File: config.mk
export PLATFORM = sky130hd
export DESIGN_NAME = dcs_result_quant_flat
export DESIGN_NICKNAME = d
export VERILOG_FILES = /design/src/rtl/dcs_result_quant_pkg.sv /design/src/rtl/dcs_result_quant_if.sv /design/src/rtl/dcs_result_quant_requant.sv /design/src/rtl/dcs_result_quant.sv /design/src/flat_wrapper.sv
export SDC_FILE = /design/constraint.sdc
export NUM_CORES = 2
export LEC_CHECK = 0
export BUFFER_PORTS_ARGS = -buffer_cell sky130_fd_sc_hd__clkbuf_2
export CORE_ASPECT_RATIO = 0.9
export CORE_MARGIN = 2
export CORE_UTILIZATION = 50
export DETAILED_ROUTE_END_ITERATION = 10
export PLACE_DENSITY = 0.69
export SLEW_MARGIN = 0
export SYNTH_ARGS = -nofsm -noshare
export SYNTH_HDL_FRONTEND = slang
export SYNTH_SLANG_ARGS = --single-unit
File: constraint.sdc
create_clock -name clk -period 27.8 [get_ports clk]
set_input_delay 4.17 -clock clk [delete_from_list [all_inputs] [get_ports clk]]
set_output_delay 4.17 -clock clk [all_outputs]
set_load 0.01 [all_outputs]
File: src/rtl/dcs_result_quant_pkg.sv
// Shared definitions for the DCSformer result post-processor.
// Holds the frame geometry, the word/bank types and the drain FSM encoding.
package dcs_pkg;
    localparam int N_WORDS = 8;
    localparam int IN_W    = 32;
    localparam int OUT_W   = 8;
    localparam int SH_W    = 5;
    localparam int IDX_W   = 3;

    typedef logic [IN_W-1:0]  dcs_word_t;
    typedef logic [IDX_W-1:0] dcs_idx_t;

    // One ping-pong bank: the captured frame plus its running max and latched shift.
    typedef struct packed {
        dcs_word_t [N_WORDS-1:0] words;
        dcs_word_t               max_val;
        dcs_idx_t                max_idx;
        logic [SH_W-1:0]         shift;
    } dcs_bank_t;

    typedef enum logic [0:0] {
        IDLE   = 1'b0,
        STREAM = 1'b1
    } drain_st_e;
endpackage

File: src/rtl/dcs_result_quant_if.sv
// Output beat stream of dcs_result_quant (valid/ready with backpressure).
//   out_valid/out_ready : handshake
//   out_data            : requantized beat
//   out_idx/out_last    : word index in the frame, high on word 7
//   max_idx/max_val     : frame maximum, valid while out_valid
// master = producer (the post-processor), slave = consumer.
interface dcs_result_quant_if;
    import dcs_pkg::*;

    logic             out_valid;
    logic             out_ready;
    logic [OUT_W-1:0] out_data;
    dcs_idx_t         out_idx;
    logic             out_last;
    dcs_idx_t         max_idx;
    dcs_word_t        max_val;

    modport master (
        output out_valid, out_data, out_idx, out_last, max_idx, max_val,
        input  out_ready
    );

    modport slave (
        input  out_valid, out_data, out_idx, out_last, max_idx, max_val,
        output out_ready
    );
endinterface

File: src/rtl/dcs_result_quant_requant.sv
// Combinational requantizer: round-half-up right shift, then saturate to OUT_W.
//   x     : unsigned input word
//   shift : right-shift amount, 0 passes the word through unrounded
//   q     : saturated unsigned result
module dcs_requant
    import dcs_pkg::*;
(
    input  dcs_word_t        x,
    input  logic [SH_W-1:0]  shift,
    output logic [OUT_W-1:0] q
);
    logic [IN_W:0] rnd_s;
    logic [IN_W:0] sum_s;
    logic [IN_W:0] shr_s;

    // Round/shift in IN_W+1 bits so the rounding add cannot wrap, then clamp.
    always_comb begin
        rnd_s = '0;
        sum_s = {1'b0, x};
        shr_s = {1'b0, x};
        if (shift != '0) begin
            rnd_s = {{IN_W{1'b0}}, 1'b1} << (shift - SH_W'(1));
            sum_s = {1'b0, x} + rnd_s;
            shr_s = sum_s >> shift;
        end else begin
            rnd_s = '0;
        end
        if (|shr_s[IN_W:OUT_W]) begin
            q = {OUT_W{1'b1}};
        end else begin
            q = shr_s[OUT_W-1:0];
        end
    end
endmodule

File: src/rtl/dcs_result_quant.sv
// Post-processor for the DCSformer attention core.
// Captures 8-word frames into a two-bank ping-pong buffer (the core cannot be
// stalled), tracks the frame maximum, and drains each frame as requantized
// 8-bit beats with backpressure.
//   clk, rst           : clock, asynchronous active-high reset
//   in_valid, in_data  : core result stream, no backpressure
//   cfg_shift          : requant shift, latched with word 0 of a frame
//   clr_err            : clears the sticky ovf / frm_err flags
//   ob                 : output beat stream (master side)
//   ovf                : sticky, a frame was dropped with both banks full
//   frm_err            : sticky, in_valid dropped mid-frame
module dcs_result_quant
    import dcs_pkg::*;
(
    input  logic                 clk,
    input  logic                 rst,
    input  logic                 in_valid,
    input  dcs_word_t            in_data,
    input  logic [SH_W-1:0]      cfg_shift,
    input  logic                 clr_err,
    dcs_result_quant_if.master   ob,
    output logic                 ovf,
    output logic                 frm_err
);
    dcs_bank_t  bank_r [0:1];
    logic [1:0] full_r;
    dcs_idx_t   wcnt_r;
    dcs_idx_t   rcnt_r;
    logic       wptr_r;
    logic       rptr_r;
    logic       drop_r;
    drain_st_e  state_r;
    drain_st_e  state_n;

    logic             out_valid_r;
    logic [OUT_W-1:0] out_data_r;
    dcs_idx_t         out_idx_r;
    logic             out_last_r;
    dcs_idx_t         max_idx_r;
    dcs_word_t        max_val_r;
    logic             ovf_r;
    logic             frm_err_r;

    logic hs_s, rel_s, word0_s, wr_free_s, wr_en_s, fill_s, abort_s, ovf_set_s;
    logic [1:0] rel_vec_s, fill_vec_s;
    logic             ld_en_s, out_clr_s, ld_bank_s;
    dcs_idx_t         ld_idx_s;
    dcs_word_t        ld_word_s;
    logic [SH_W-1:0]  ld_shift_s;
    logic [OUT_W-1:0] q_s;

    // Capture-side and release events shared by the bank and flag logic.
    always_comb begin
        hs_s      = out_valid_r & ob.out_ready;
        rel_s     = hs_s & (rcnt_r == 3'd7);
        word0_s   = in_valid & (wcnt_r == 3'd0);
        // A bank released by this cycle's final handshake is free for word 0.
        wr_free_s = ~full_r[wptr_r] | (rel_s & (rptr_r == wptr_r));
        if (word0_s) begin
            wr_en_s = wr_free_s;
        end else begin
            wr_en_s = in_valid & ~drop_r;
        end
        fill_s     = wr_en_s & (wcnt_r == 3'd7);
        ovf_set_s  = word0_s & ~wr_free_s;
        abort_s    = ~in_valid & (wcnt_r != 3'd0);
        rel_vec_s  = rel_s  ? (2'b01 << rptr_r) : 2'b00;
        fill_vec_s = fill_s ? (2'b01 << wptr_r) : 2'b00;
    end

    // Frame capture: write counter, bank contents, running max and shift latch.
    always_ff @(posedge clk or posedge rst) begin
        if (rst) begin
            wcnt_r    <= 3'd0;
            wptr_r    <= 1'b0;
            drop_r    <= 1'b0;
            bank_r[0] <= '0;
            bank_r[1] <= '0;
        end else if (in_valid) begin
            // Dropped frames still count so alignment to the core is kept.
            wcnt_r <= wcnt_r + 3'd1;
            if (word0_s) begin
                drop_r <= ~wr_free_s;
            end
            if (wr_en_s) begin
                bank_r[wptr_r].words[wcnt_r] <= in_data;
                if (word0_s) begin
                    bank_r[wptr_r].max_val <= in_data;
                    bank_r[wptr_r].max_idx <= 3'd0;
                    bank_r[wptr_r].shift   <= cfg_shift;
                end else if (in_data > bank_r[wptr_r].max_val) begin
                    bank_r[wptr_r].max_val <= in_data;
                    bank_r[wptr_r].max_idx <= wcnt_r;
                end
            end
            if (fill_s) begin
                wptr_r <= ~wptr_r;
            end
        end else begin
            wcnt_r <= 3'd0;
        end
    end

    // Bank full flags, drain pointers and FSM state.
    always_ff @(posedge clk or posedge rst) begin
        if (rst) begin
            full_r  <= 2'b00;
            rptr_r  <= 1'b0;
            rcnt_r  <= 3'd0;
            state_r <= IDLE;
        end else begin
            full_r  <= (full_r & ~rel_vec_s) | fill_vec_s;
            state_r <= state_n;
            if (hs_s) begin
                rcnt_r <= rcnt_r + 3'd1;
            end
            if (rel_s) begin
                rptr_r <= ~rptr_r;
            end
        end
    end

    // Drain next-state and output-register load selection.
    always_comb begin
        state_n   = state_r;
        ld_en_s   = 1'b0;
        out_clr_s = 1'b0;
        ld_bank_s = rptr_r;
        ld_idx_s  = rcnt_r;
        case (state_r)
            IDLE: begin
                if (full_r[rptr_r]) begin
                    state_n = STREAM;
                end else begin
                    state_n = IDLE;
                end
            end
            STREAM: begin
                if (!out_valid_r) begin
                    // First beat of a burst enters the output register.
                    ld_en_s = 1'b1;
                end else if (hs_s) begin
                    if (rcnt_r != 3'd7) begin
                        ld_en_s  = 1'b1;
                        ld_idx_s = rcnt_r + 3'd1;
                    end else if (full_r[~rptr_r]) begin
                        // Chain straight into the other bank without a bubble.
                        ld_en_s   = 1'b1;
                        ld_bank_s = ~rptr_r;
                        ld_idx_s  = 3'd0;
                    end else begin
                        out_clr_s = 1'b1;
                        state_n   = IDLE;
                    end
                end else begin
                    ld_en_s = 1'b0;
                end
            end
            default: begin
                state_n = IDLE;
            end
        endcase
        ld_word_s  = bank_r[ld_bank_s].words[ld_idx_s];
        ld_shift_s = bank_r[ld_bank_s].shift;
    end

    dcs_requant u_requant (
        .x     (ld_word_s),
        .shift (ld_shift_s),
        .q     (q_s)
    );

    // Registered output beat; holds while stalled.
    always_ff @(posedge clk or posedge rst) begin
        if (rst) begin
            out_valid_r <= 1'b0;
            out_data_r  <= '0;
            out_idx_r   <= 3'd0;
            out_last_r  <= 1'b0;
            max_idx_r   <= 3'd0;
            max_val_r   <= '0;
        end else if (ld_en_s) begin
            out_valid_r <= 1'b1;
            out_data_r  <= q_s;
            out_idx_r   <= ld_idx_s;
            out_last_r  <= (ld_idx_s == 3'd7);
            max_idx_r   <= bank_r[ld_bank_s].max_idx;
            max_val_r   <= bank_r[ld_bank_s].max_val;
        end else if (out_clr_s) begin
            out_valid_r <= 1'b0;
            out_data_r  <= '0;
            out_idx_r   <= 3'd0;
            out_last_r  <= 1'b0;
            max_idx_r   <= 3'd0;
            max_val_r   <= '0;
        end
    end

    // Sticky error flags; a set event wins over a simultaneous clear.
    always_ff @(posedge clk or posedge rst) begin
        if (rst) begin
            ovf_r     <= 1'b0;
            frm_err_r <= 1'b0;
        end else begin
            ovf_r     <= ovf_set_s | (ovf_r & ~clr_err);
            frm_err_r <= abort_s   | (frm_err_r & ~clr_err);
        end
    end

    assign ob.out_valid = out_valid_r;
    assign ob.out_data  = out_data_r;
    assign ob.out_idx   = out_idx_r;
    assign ob.out_last  = out_last_r;
    assign ob.max_idx   = max_idx_r;
    assign ob.max_val   = max_val_r;
    assign ovf          = ovf_r;
    assign frm_err      = frm_err_r;
endmodule

File: src/flat_wrapper.sv
// flat-port wrapper written by rule: the top's interface ports become plain ports
module dcs_result_quant_flat import dcs_pkg::*;
  (clk, rst, in_valid, in_data, cfg_shift, clr_err, ovf, frm_err, ob_out_valid, ob_out_data, ob_out_idx, ob_out_last, ob_max_idx, ob_max_val, ob_out_ready);
  dcs_result_quant_if ob_i ();
  input  logic clk;
  input  logic rst;
  input  logic in_valid;
  input  dcs_word_t in_data;
  input  logic [SH_W-1:0] cfg_shift;
  input  logic clr_err;
  output logic ovf;
  output logic frm_err;
  output wire logic [$bits(ob_i.out_valid)-1:0] ob_out_valid;
  output wire logic [$bits(ob_i.out_data)-1:0] ob_out_data;
  output wire logic [$bits(ob_i.out_idx)-1:0] ob_out_idx;
  output wire logic [$bits(ob_i.out_last)-1:0] ob_out_last;
  output wire logic [$bits(ob_i.max_idx)-1:0] ob_max_idx;
  output wire logic [$bits(ob_i.max_val)-1:0] ob_max_val;
  input wire logic [$bits(ob_i.out_ready)-1:0] ob_out_ready;
  assign ob_out_valid = ob_i.out_valid;
  assign ob_out_data = ob_i.out_data;
  assign ob_out_idx = ob_i.out_idx;
  assign ob_out_last = ob_i.out_last;
  assign ob_max_idx = ob_i.max_idx;
  assign ob_max_val = ob_i.max_val;
  assign ob_i.out_ready = ob_out_ready;
  dcs_result_quant u_core (.clk(clk), .rst(rst), .in_valid(in_valid), .in_data(in_data), .cfg_shift(cfg_shift), .clr_err(clr_err), .ob(ob_i), .ovf(ovf), .frm_err(frm_err));
endmodule
==> qor.yml <==
dp_worst_setup_slack_ns: 16.16
setup_tns_ns: 0
arrival_ns: 11.77
drv_slew: 0
overflow: 0
setup-violations-final: 0
drc: 0
numCtsBuffers: 69
ctsLongestPathBuffers: 3
finalNetCount: 3232
place.detailed.hpwl_microns: 65800
coreArea_sq_mm: 0.0689
max_slew_margin_pct: 17.6
worst-path-max-fanout: 135
ctsResizeCount: 0
avgViaCountPerCell: 6.45
syn_avg_cell_area_sq_um: 11.1
layout_commonest_cell: "dfrtp_1"
post-route-min-period_ns: 11.26
internal_power_uw: 2650
seq_power_share_pct: 28.9
synth_area_leader_cell: "dfrtp_1"
r2r_end: "u_core.ob.out_data[1]"
dp_cells: 3979
grt_use_total_pct: 28.8
powerDensity_mw_per_mm2: 125
final_cells: 4099
postRouteAntennaNets: 0
fmax_ghz: 0.0888
wl_microns: 103000
total_leakage_power_uw: 0.0172
period_share_pct: 40.5
routedWlPerCell_microns: 25.1
ys.flop_type: "dfrtp_1"
status: "completed"
worst_pin_slew_ns: 1.23
num_rows: 91
cts.sinks: 654
area_delta_synth_final_pct: 9.59
drt_iter0_markers: 2786
r2r_start: "u_core.rcnt_r[0]"
ios: 92
min-delay-path-class: "flip-flop to flip-flop"
detailed_place.area_sq_mm: 0.0360
swShare_pct: 44.8
cts_tree: "yes"
ys_ff_latch: 654
post-cts-setup-buffers: 0
r2r_cells: 23
hp-start: "u_core.drop_r"
maxCapViolCount: 0
final_hold_viol_count: 0
portBuffers: 91
syn_inst: 3158
skew_ns: 0.0244
cp-end-kind: "flip-flop"
peakVddDrop_mv: 0.113
setup_slack_ns: 16.54
p_switching_uw: 2140
synthArstFlopShare_pct: 100
grt_antenna_before_repair: 2
syn_area_sq_mm: 0.0349
synth_cell_types: 87
yosys-top-cells-area: "dfrtp_1 (47%), mux2_2 (19%), mux2i_1 (4.2%), nand3_1 (2.7%), nand2_1 (2.7%)"
cts_max_level: 3
grt_pass1_vias: 26500
grt_max_degree: 184
die_y_microns: 255
synth_edf_count: 0
cp-start-kind: "primary input"
whs_ns: 0.481
place.gp.congestion: 0.915
syn_nets: 3270
grt_pass1_wl_microns: 159000
pwr-share-comb_pct: 52.0
final_area_sq_mm: 0.0383
worst-setup-path-type: "primary input to flip-flop"
insertion_delay_ns: 0.61
yosysSeqAreaShare_pct: 46.8
drive_above_1_share_pct: 28.8
first_pass_iters: 7
initial_core_util_pct: 50.7
critPathLaunch: "ob_out_ready"
rsz0062_at_grt: "no"
worstPathRequired_ns: 28.31
final_cell_mix: "dfrtp_1 (653), mux2_2 (593), nand2_1 (240)"
hold_end: "u_core.drop_r"
whs_path_depth: 2
die_area_sq_mm: 0.0720
die_w_microns: 283
vias: 26400
power.share.clock_pct: 19.1
clk_pin_slew_ns: 0.06
reg2reg_slack_ns: 19.10
ctsHoldBuffers: 0
yosys_warnings: 0
synth_top_area_share_pct: 46.8
cts_root_buffer: "clkbuf_16"
[final cells by class]
cell class,count,area [sq um]
inverter,23,93.8
fill,5798,30600
clock buffer,101,2040
tap,930,1160
antenna,1,2.50
timing repair buffer,140,848
sequential,654,16400
multi-input combinational,2232,17600
clock inverter,18,190
[power groups by stage]
stage / clock, uW / combinational (uW) / sequential (uW)
2_1_floorplan: 0 / 1730 / 1360
3_3_place_gp: 0 / 2410 / 1370
3_5_place_dp: 0 / 2440 / 1390
4_1_cts: 926 / 2450 / 1380
5_1_grt: 968 / 2670 / 1410
6_report: 915 / 2490 / 1390
[sequential cells by signal (all words and copies together) (netlist names)]
signal / cells
u_core.wcnt_r: 3
u_core.state_r: 1
u_core.ob.out_idx: 3
u_core.frm_err: 1
u_core.ovf: 1
u_core.ob.out_last: 1
u_core.rcnt_r: 3
u_core.drop_r: 1
u_core.ob.max_val: 32
u_core.full_r: 2
u_core.ob.out_valid: 1
u_core.bank_r: 592
u_core.ob.out_data: 8
u_core.wptr_r: 1
u_core.rptr_r: 1
u_core.ob.max_idx: 3
[critical path, stage by stage]
cell       delay (ns)
clkbuf_2         0.16
and4_4           0.25
a2bb2oi_4        0.16
buf_4            0.35
nor2_4           0.65
buf_12           0.64
mux2_2           0.30
o22ai_1          0.08
nor4_1           0.81
ha_1             0.41
nand2_1          0.11
o21ai_0          0.36
nor4_1           0.10
a2111oi_0        0.78
o211ai_1         0.35
a221oi_1         0.38
nand3_1          0.27
and3_1           0.27
a31oi_1          0.15
a211oi_1         0.07
o32a_1           0.48
a41oi_1          0.26
[cells in the mapped netlist (all sizes together), types with 9 or more instances]
| cell type | n |
|---|---|
| a2111oi | 10 |
| a211o | 24 |
| a211oi | 99 |
| a21o | 21 |
| a21oi | 95 |
| a22oi | 13 |
| a31oi | 13 |
| a41oi | 10 |
| and2 | 12 |
| and3 | 25 |
| buf | 86 |
| clkbuf | 163 |
| dfrtp | 654 |
| ha | 69 |
| inv | 23 |
| mux2 | 593 |
| mux2i | 147 |
| mux4 | 20 |
| nand2 | 249 |
| nand3 | 190 |
| nand4 | 30 |
| nor2 | 137 |
| nor3 | 38 |
| nor4 | 16 |
| o211ai | 10 |
| o21a | 14 |
| o21ai | 190 |
| o22ai | 48 |
| o31ai | 9 |
| or4 | 21 |
| xnor2 | 18 |
| xor2 | 9 |
[logic make-up after synthesis]
| logic type | after synthesis | synth area share, % |
|---|---|---|
| mux | 760 | 24.7 |
| simple gates | 756 | 10.2 |
| flops | 654 | 46.8 |
| compound gates | 619 | 11.8 |
| buf+inv | 272 | 3.29 |
| fa+ha+maj | 70 | 2.53 |
| xor+xnor | 27 | 0.698 |
[per-layer routing]
| layer | share of wire [%] | up-vias | global-route usage (%) |
|---|---|---|---|
| met5 | 0 | - | 0 |
| met4 | 3.6 | 0 | 10.4 |
| met3 | 6.1 | 229 | 4.28 |
| met1 | 44 | 13600 | 40.4 |
| li1 | - | 11600 | - |
| met2 | 46 | 975 | 45.4 |
[worst max path at each step]
stage,end,slack (ns),depth (start not counted)
6_report,u_core.ob.out_data[4],16.54,22
5_1_grt,u_core.ob.out_data[1],16.10,23
4_1_cts,u_core.ob.out_data[4],16.79,22
3_5_place_dp,u_core.ob.out_data[4],16.16,22
3_3_place_gp,u_core.ob.out_data[4],16.27,22
2_1_floorplan,u_core.bank_r[0],5.30,1
[through the flow]
stage	utilization [%]	power (uW)
6_report	55.6	4790
2_1_floorplan	-	3090
3_3_place_gp	52.3	3780
4_1_cts	55.6	4760
3_5_place_dp	52.3	3830
5_1_grt	55.6	5060
No activity file was read; power rests on OpenSTA's default activity.
